[config.mk]
export PLATFORM = sky130hd
export DESIGN_NAME = icetap_capture_ctrl_flat
export DESIGN_NICKNAME = d
export VERILOG_FILES = /design/src/rtl/icetap_pkg.sv /design/src/rtl/icetap_capture_ctrl_if.sv /design/src/rtl/icetap_trigger_match.sv /design/src/rtl/icetap_capture_ctrl.sv /design/src/flat_wrapper.sv
export SDC_FILE = /design/constraint.sdc
export NUM_CORES = 1
export LEC_CHECK = 0
export CORE_ASPECT_RATIO = 0.75
export CORE_MARGIN = 8
export CORE_UTILIZATION = 36
export CTS_CLUSTER_SIZE = 28
export DETAILED_ROUTE_END_ITERATION = 12
export HOLD_SLACK_MARGIN = 0.15
export PLACE_DENSITY = 0.66
export SLEW_MARGIN = 40
export SYNTH_ARGS = -nofsm -noshare
export SYNTH_HDL_FRONTEND = slang
export SYNTH_SLANG_ARGS = --single-unit
[constraint.sdc]
create_clock -name clk -period 2.71 [get_ports clk]
set_input_delay 0.6775 -clock clk [delete_from_list [all_inputs] [get_ports clk]]
set_output_delay 0.6775 -clock clk [all_outputs]
set_load 0.01 [all_outputs]
[src/rtl/icetap_pkg.sv]
// Shared icetap definitions: capture state encodings, also used by the STATUS scan register formatting.
package icetap_pkg;

  localparam int ICETAP_STATE_W = 2;

  typedef enum logic [ICETAP_STATE_W-1:0] {
    ICETAP_ST_IDLE         = 2'd0,
    ICETAP_ST_PRE_TRIGGER  = 2'd1,
    ICETAP_ST_POST_TRIGGER = 2'd2,
    ICETAP_ST_DONE         = 2'd3
  } icetap_state_e;

endpackage

[src/rtl/icetap_capture_ctrl_if.sv]
// Sample RAM write port driven by the icetap capture sequencer (master) into the sample RAM (slave).
interface icetap_capture_ctrl_if #(
  parameter int NR_SIGNALS = 1,
  parameter int ADDR_BITS  = 8
);
  logic                  ram_wr_ena;
  logic [ADDR_BITS-1:0]  ram_wr_addr;
  logic [NR_SIGNALS-1:0] ram_wr_data;

  modport master (output ram_wr_ena, output ram_wr_addr, output ram_wr_data);
  modport slave  (input  ram_wr_ena, input  ram_wr_addr, input  ram_wr_data);
endinterface

[src/rtl/icetap_trigger_match.sv]
// Registers the probed signals once and evaluates the store and trigger conditions on that sample.
module icetap_trigger_match #(
  parameter int NR_SIGNALS = 1
) (
  input  logic                  clk,
  input  logic                  reset_,
  input  logic [NR_SIGNALS-1:0] signals,
  input  logic [NR_SIGNALS-1:0] store_mask,
  input  logic [NR_SIGNALS-1:0] trigger_mask,
  input  logic [NR_SIGNALS-1:0] trigger_value,
  output logic [NR_SIGNALS-1:0] sig_d,
  output logic                  store_cond,
  output logic                  trig_cond
);

  logic [NR_SIGNALS-1:0] sig_prev;

  // Input register stage: sig_prev trails sig_d by one sample for change detection
  always_ff @(posedge clk or negedge reset_) begin
    if (!reset_) begin
      sig_d    <= '0;
      sig_prev <= '0;
    end else begin
      sig_d    <= signals;
      sig_prev <= sig_d;
    end
  end

  // An all-zero store mask means every sample is stored
  assign store_cond = (store_mask == '0) || (((sig_d ^ sig_prev) & store_mask) != '0);
  assign trig_cond  = ((sig_d & trigger_mask) == (trigger_value & trigger_mask));

endmodule

[src/rtl/icetap_capture_ctrl.sv]
// icetap capture sequencer: arms on cmd_start, stores samples, triggers, and fills the post-trigger window.
// Optional build macro ICETAP_PRETRIG_WRAP_EN enables circular pre-trigger storage.
module icetap_capture_ctrl
  import icetap_pkg::*;
#(
  parameter int NR_SIGNALS = 1,
  parameter int ADDR_BITS  = 8
) (
  input  logic                      clk,
  input  logic                      reset_,
  input  logic [NR_SIGNALS-1:0]     signals,
  input  logic                      cmd_start,
  input  logic                      cmd_stop,
  input  logic [NR_SIGNALS-1:0]     store_mask,
  input  logic [NR_SIGNALS-1:0]     trigger_mask,
  input  logic [NR_SIGNALS-1:0]     trigger_value,
  input  logic [ADDR_BITS-1:0]      post_trig_len,
  icetap_capture_ctrl_if.master     ram,
  output logic [ICETAP_STATE_W-1:0] state,
  output logic [ADDR_BITS-1:0]      trigger_addr,
  output logic [ADDR_BITS-1:0]      last_addr,
  output logic                      wrapped
);

  localparam logic [ADDR_BITS-1:0] ADDR_ONE = ADDR_BITS'(1);
  localparam logic [ADDR_BITS:0]   CNT_ONE  = (ADDR_BITS+1)'(1);

  logic [NR_SIGNALS-1:0] sig_d;
  logic                  store_cond;
  logic                  trig_cond;

  icetap_state_e        state_q, state_nxt;
  logic [ADDR_BITS-1:0] ptr_q, ptr_nxt, ptr_inc;
  logic [ADDR_BITS-1:0] cnt_q, cnt_nxt;
  logic [ADDR_BITS:0]   cnt_inc;
  logic [ADDR_BITS-1:0] trig_addr_q, trig_addr_nxt;
  logic                 wrapped_q, wrapped_nxt;
  logic                 wr_nxt;
  logic                 wr_ena_q;
  logic [ADDR_BITS-1:0] wr_addr_q;
  logic [NR_SIGNALS-1:0] wr_data_q;

  icetap_trigger_match #(.NR_SIGNALS(NR_SIGNALS)) u_match (
    .clk           (clk),
    .reset_        (reset_),
    .signals       (signals),
    .store_mask    (store_mask),
    .trigger_mask  (trigger_mask),
    .trigger_value (trigger_value),
    .sig_d         (sig_d),
    .store_cond    (store_cond),
    .trig_cond     (trig_cond)
  );

  assign ptr_inc = ptr_q + ADDR_ONE;
  assign cnt_inc = {1'b0, cnt_q} + CNT_ONE;

  always_ff @(posedge clk or negedge reset_) begin
    if (!reset_) state_q <= ICETAP_ST_IDLE;
    else         state_q <= state_nxt;
  end

  // Decision stage: start beats stop, stop beats any write in the same cycle
  always_comb begin
    state_nxt     = state_q;
    ptr_nxt       = ptr_q;
    cnt_nxt       = cnt_q;
    trig_addr_nxt = trig_addr_q;
    wrapped_nxt   = wrapped_q;
    wr_nxt        = 1'b0;
    if (cmd_start) begin
      state_nxt   = ICETAP_ST_PRE_TRIGGER;
      ptr_nxt     = '0;
      cnt_nxt     = '0;
      wrapped_nxt = 1'b0;
    end else if (cmd_stop && (state_q == ICETAP_ST_PRE_TRIGGER ||
                              state_q == ICETAP_ST_POST_TRIGGER)) begin
      state_nxt = ICETAP_ST_DONE;
    end else begin
      case (state_q)
        ICETAP_ST_PRE_TRIGGER: begin
          if (trig_cond) begin
            wr_nxt        = 1'b1;
            trig_addr_nxt = ptr_q;
            ptr_nxt       = ptr_inc;
            state_nxt     = (post_trig_len == '0) ? ICETAP_ST_DONE : ICETAP_ST_POST_TRIGGER;
          end
`ifdef ICETAP_PRETRIG_WRAP_EN
          else if (store_cond) begin
            wr_nxt  = 1'b1;
            ptr_nxt = ptr_inc;
            if (ptr_q == '1) wrapped_nxt = 1'b1;
          end
`endif
        end
        ICETAP_ST_POST_TRIGGER: begin
          if (store_cond) begin
            wr_nxt  = 1'b1;
            ptr_nxt = ptr_inc;
            cnt_nxt = cnt_inc[ADDR_BITS-1:0];
            // Stop before the window would overwrite the trigger sample
            if (cnt_inc == {1'b0, post_trig_len} || ptr_inc == trig_addr_q)
              state_nxt = ICETAP_ST_DONE;
          end
        end
        default: ;
      endcase
    end
  end

  // Output register stage
  always_ff @(posedge clk or negedge reset_) begin
    if (!reset_) begin
      ptr_q       <= '0;
      cnt_q       <= '0;
      trig_addr_q <= '0;
      wrapped_q   <= 1'b0;
      wr_ena_q    <= 1'b0;
      wr_addr_q   <= '0;
      wr_data_q   <= '0;
    end else begin
      ptr_q       <= ptr_nxt;
      cnt_q       <= cnt_nxt;
      trig_addr_q <= trig_addr_nxt;
      wrapped_q   <= wrapped_nxt;
      wr_ena_q    <= wr_nxt;
      if (wr_nxt) begin
        wr_addr_q <= ptr_q;
        wr_data_q <= sig_d;
      end
    end
  end

  assign ram.ram_wr_ena  = wr_ena_q;
  assign ram.ram_wr_addr = wr_addr_q;
  assign ram.ram_wr_data = wr_data_q;
  assign state           = state_q;
  assign trigger_addr    = trig_addr_q;
  assign last_addr       = wr_addr_q;
  assign wrapped         = wrapped_q;

endmodule

[src/flat_wrapper.sv]
// flat-port wrapper written by rule: the top's interface ports become plain ports
module icetap_capture_ctrl_flat import icetap_pkg::*;
#(
  parameter int NR_SIGNALS = 1,
  parameter int ADDR_BITS  = 8
)
  (clk, reset_, signals, cmd_start, cmd_stop, store_mask, trigger_mask, trigger_value, post_trig_len, state, trigger_addr, last_addr, wrapped, ram_ram_wr_ena, ram_ram_wr_addr, ram_ram_wr_data);
  icetap_capture_ctrl_if #(.NR_SIGNALS(NR_SIGNALS), .ADDR_BITS(ADDR_BITS)) ram_i ();
  input  logic clk;
  input  logic reset_;
  input  logic [NR_SIGNALS-1:0] signals;
  input  logic cmd_start;
  input  logic cmd_stop;
  input  logic [NR_SIGNALS-1:0] store_mask;
  input  logic [NR_SIGNALS-1:0] trigger_mask;
  input  logic [NR_SIGNALS-1:0] trigger_value;
  input  logic [ADDR_BITS-1:0] post_trig_len;
  output logic [ICETAP_STATE_W-1:0] state;
  output logic [ADDR_BITS-1:0] trigger_addr;
  output logic [ADDR_BITS-1:0] last_addr;
  output logic wrapped;
  output wire logic [$bits(ram_i.ram_wr_ena)-1:0] ram_ram_wr_ena;
  output wire logic [$bits(ram_i.ram_wr_addr)-1:0] ram_ram_wr_addr;
  output wire logic [$bits(ram_i.ram_wr_data)-1:0] ram_ram_wr_data;
  assign ram_ram_wr_ena = ram_i.ram_wr_ena;
  assign ram_ram_wr_addr = ram_i.ram_wr_addr;
  assign ram_ram_wr_data = ram_i.ram_wr_data;
  icetap_capture_ctrl #(.NR_SIGNALS(NR_SIGNALS), .ADDR_BITS(ADDR_BITS)) u_core (.clk(clk), .reset_(reset_), .signals(signals), .cmd_start(cmd_start), .cmd_stop(cmd_stop), .store_mask(store_mask), .trigger_mask(trigger_mask), .trigger_value(trigger_value), .post_trig_len(post_trig_len), .ram(ram_i), .state(state), .trigger_addr(trigger_addr), .last_addr(last_addr), .wrapped(wrapped));
endmodule
==> out/qor.yml <==
logic_synthesis:
  netlist.area_leader.share_pct: 42.8
  syn_area_um2: 2220
  avgSynthCellArea_um2: 10.2
  ys_top_cells_by_area: "dfrtp_1, xor2_1, xnor2_1, mux2_1, mux2_2"
  synthesis.nets: 237
  ys_seq_elements: 38
  async_reset_ff_share_pct: 100
  synthFlopType: "dfrtp_1"
  synth_cell_types: 50
  syn_inst: 217
  seq_area_frac_synth_pct: 42.8
  synth.largest_area_cell: "dfrtp_1"
  synth_warnings: 0
  synth_edf_count: 0
timing:
  fin_ws_ns: 0.289
  fmax_ghz: 0.413
  fin_skew_ns: 0.00618
  setup_tns_ns: 0
  finalSetupViolations: 0
  finalHoldViolations: 0
  finalCritPeriodShare_pct: 89.4
  min_period_ns: 2.42
  slew_viol_final: 0
  rsz0062_at_grt: "no"
floorplan:
  die_h_um: 84.0
  start_util_pct: 37.8
  rows: 24
  ios: 45
  coreArea_um2: 5890
  die_x_um: 107
  dieArea_um2: 8970
detailed_routing:
  ant_nets: 0
  vias_per_cell: 5.01
  wl_per_cell_um: 13.7
  num_vias: 1662
  wl_um: 4540
  dr.pass1.iters: 4
  drc: 0
  initialDrtViolationCount: 89
clocking:
  numCtsBuffers: 5
  cts.htree.levels: 2
  cts_tree: "built"
  post-cts-setup-buffers: 0
  clock-root-buffer: "clkbuf_8"
  clk_latency_ns: 0.29
  clockBufferDepth: 2
  hold_buffers: 0
  cts.sinks: 38
  ctsResizeCount: 0
  clkTransAtPathRegs_ns: 0.08
layout:
  regArea_um2: 951
  num_antenna_cells: 0
  layout-drive-gt1-share_pct: 12.6
  layout.nets: 273
  multiInputGateArea_um2: 1120
  fillers: 588
  syn_to_final_growth_pct: 24.6
worst_setup_path:
  path_max_fanout: 6
  worstSetupPathType: "flip-flop to flip-flop"
  cp-start-kind: "flip-flop"
  r2r_cells: 7
  rrSetupSlack_ns: 0.29
  cp-endpoint: "u_core.state[0]"
  r2r_start: "u_core.ptr_q[1]"
  worstPathArrival_ns: 2.58
  end_kind: "flip-flop"
  critPathRequiredTime_ns: 2.87
  r2r_end: "u_core.state[0]"
  critPathLaunch: "u_core.ptr_q[1]"
grt:
  grt_pass1_vias: 1581
  grt_first_pass_wirelength_um: 7750
  antenna_found_initial: 0
  grt_max_degree: 39
  groute.usage.overall_pct: 10.5
  grt.overflow.total: 0
power_and_ir_drop:
  p_per_area_nw_per_um2: 648
  switchingPower_mw: 0.560
  seqPwrFrac_pct: 38.2
  clock_power_share_pct: 26.4
  ir_drop_uv: 515
  p_int_mw: 1.23
  power.leakage_nw: 1.21
  total_power_mw: 1.79
  comb_power_share_pct: 35.4
  swShare_pct: 31.2
placed_design:
  dpl_worst_slack_ns: 0.0909
  portBuffers: 43
  gp_congestion: 0.831
  hpwl_um: 3420
job:
  max_cap_viol_count: 0
outcome:
  status: "completed"
min_path:
  hold_class: "input pin to async pin"
==> worst min path at each step <==
stage	startpoint	end	slack [ns]	cells past startpoint
6_report	reset_	u_core.state[0]	0.34	1
3_3_place_gp	u_core.u_match.sig_d	u_core.u_match.sig_prev	0.45	0
4_1_cts	reset_	u_core.u_match.sig_d	0.36	1
5_1_grt	reset_	u_core.state[0]	0.38	1
3_5_place_dp	u_core.u_match.sig_d	u_core.u_match.sig_prev	0.46	0
2_1_floorplan	reset_	u_core.cnt_q[0]	0.38	0
==> layer usage <==
layer  up-vias  wire [um]  global-route usage, %
li1        828          -                      -
met1       799       2260                   13.8
met2        30       2020                   16.1
met3         5        230                   3.32
met4         0         34                   2.68
met5         -          0                      0
==> cells in the final DEF (no fill, tap or decap), types with 2 or more instances in the layout <==
cell type / instances
xnor2_1: 12
o21bai_1: 2
nand3b_1: 2
nor4_1: 3
and3_1: 2
inv_1: 6
or3_1: 3
nor3_1: 4
a2111oi_0: 2
mux2_1: 9
mux2_2: 8
xor2_1: 15
a211oi_1: 2
nand3_1: 10
dfrtp_1: 38
buf_4: 7
clkbuf_8: 5
and3b_1: 2
a21oi_1: 6
o21ai_0: 7
nor2_1: 21
ha_1: 4
a21o_1: 2
nand2_1: 6
clkdlybuf4s50_1: 42
nand2b_1: 3
clkinv_2: 2
nand4_1: 6
mux2i_1: 3
==> critical path, cell delays in order, from the launching register on <==
cell      delay, ns
dfrtp_1        0.42
ha_1           0.31
nand3_2        0.16
or3_1          0.40
a221o_1        0.37
a221oi_2       0.38
o41ai_2        0.12
mux2i_1        0.13
==> kinds of logic (layout without fill, tap and decap cells) <==
| family | count (synthesis) | after routing | synth area share (%) |
|---|---|---|---|
| other cells | 1 | 1 | 0.169 |
| xor+xnor | 27 | 27 | 10.6 |
| simple gates | 68 | 68 | 16.0 |
| compound gates | 33 | 33 | 11.1 |
| flops | 38 | 38 | 42.8 |
| buf+inv | 26 | 63 | 6.98 |
| mux | 20 | 20 | 9.97 |
| fa+ha+maj | 4 | 4 | 2.25 |
==> power by group through the flow <==
stage / Sequential (mW) / Clock (mW) / Combinational (mW)
after floorplan: 0.721 / 0 / 0.356
after global placement: 0.697 / 0 / 0.638
after detailed placement: 0.696 / 0 / 0.641
after CTS: 0.687 / 0.487 / 0.646
after global routing: 0.699 / 0.512 / 0.701
final: 0.685 / 0.474 / 0.634
==> synthesized netlist by cell type, types with 5 or more instances <==
library cell	instances
a21oi_1	6
buf_4	10
clkbuf_1	5
dfrtp_1	38
inv_1	6
mux2_1	9
mux2_2	8
nand2_1	6
nand3_1	10
nand4_1	6
nor2_1	21
o21ai_0	7
xnor2_1	12
xor2_1	15
==> per-stage QoR <==
step | cell area [um^2] | hold slack (ns) | utilization [%] | std cells
2_1_floorplan | 2220 | 0.382 | - | 217
4_1_cts | 2770 | 0.361 | 47.0 | 332
3_3_place_gp | 2660 | 0.451 | 45.2 | 324
6_report | 2770 | 0.339 | 47.0 | 332
3_5_place_dp | 2660 | 0.455 | 45.2 | 324
5_1_grt | 2770 | 0.379 | 47.0 | 332
==> registers in the layout (all words and copies together) (netlist names) <==
signal,count
u_core.ptr_q,8
u_core.state,2
u_core.ram.ram_wr_ena,1
u_core.u_match.sig_prev,1
u_core.trigger_addr,8
u_core.cnt_q,8
u_core.ram.ram_wr_data,1
u_core.last_addr,8
u_core.u_match.sig_d,1
==> cell type report <==
| type | instances | share of cell area, % |
|---|---|---|
| Multi-Input combinational cell | 153 | 40.3 |
| Sequential cell | 38 | 34.3 |
| Tap cell | 78 | 3.52 |
| Timing Repair Buffer | 49 | 17.1 |
| Inverter | 6 | 0.813 |
| Clock buffer | 5 | 2.49 |
| Clock inverter | 3 | 1.45 |
(Power assumes the default switching activity.)
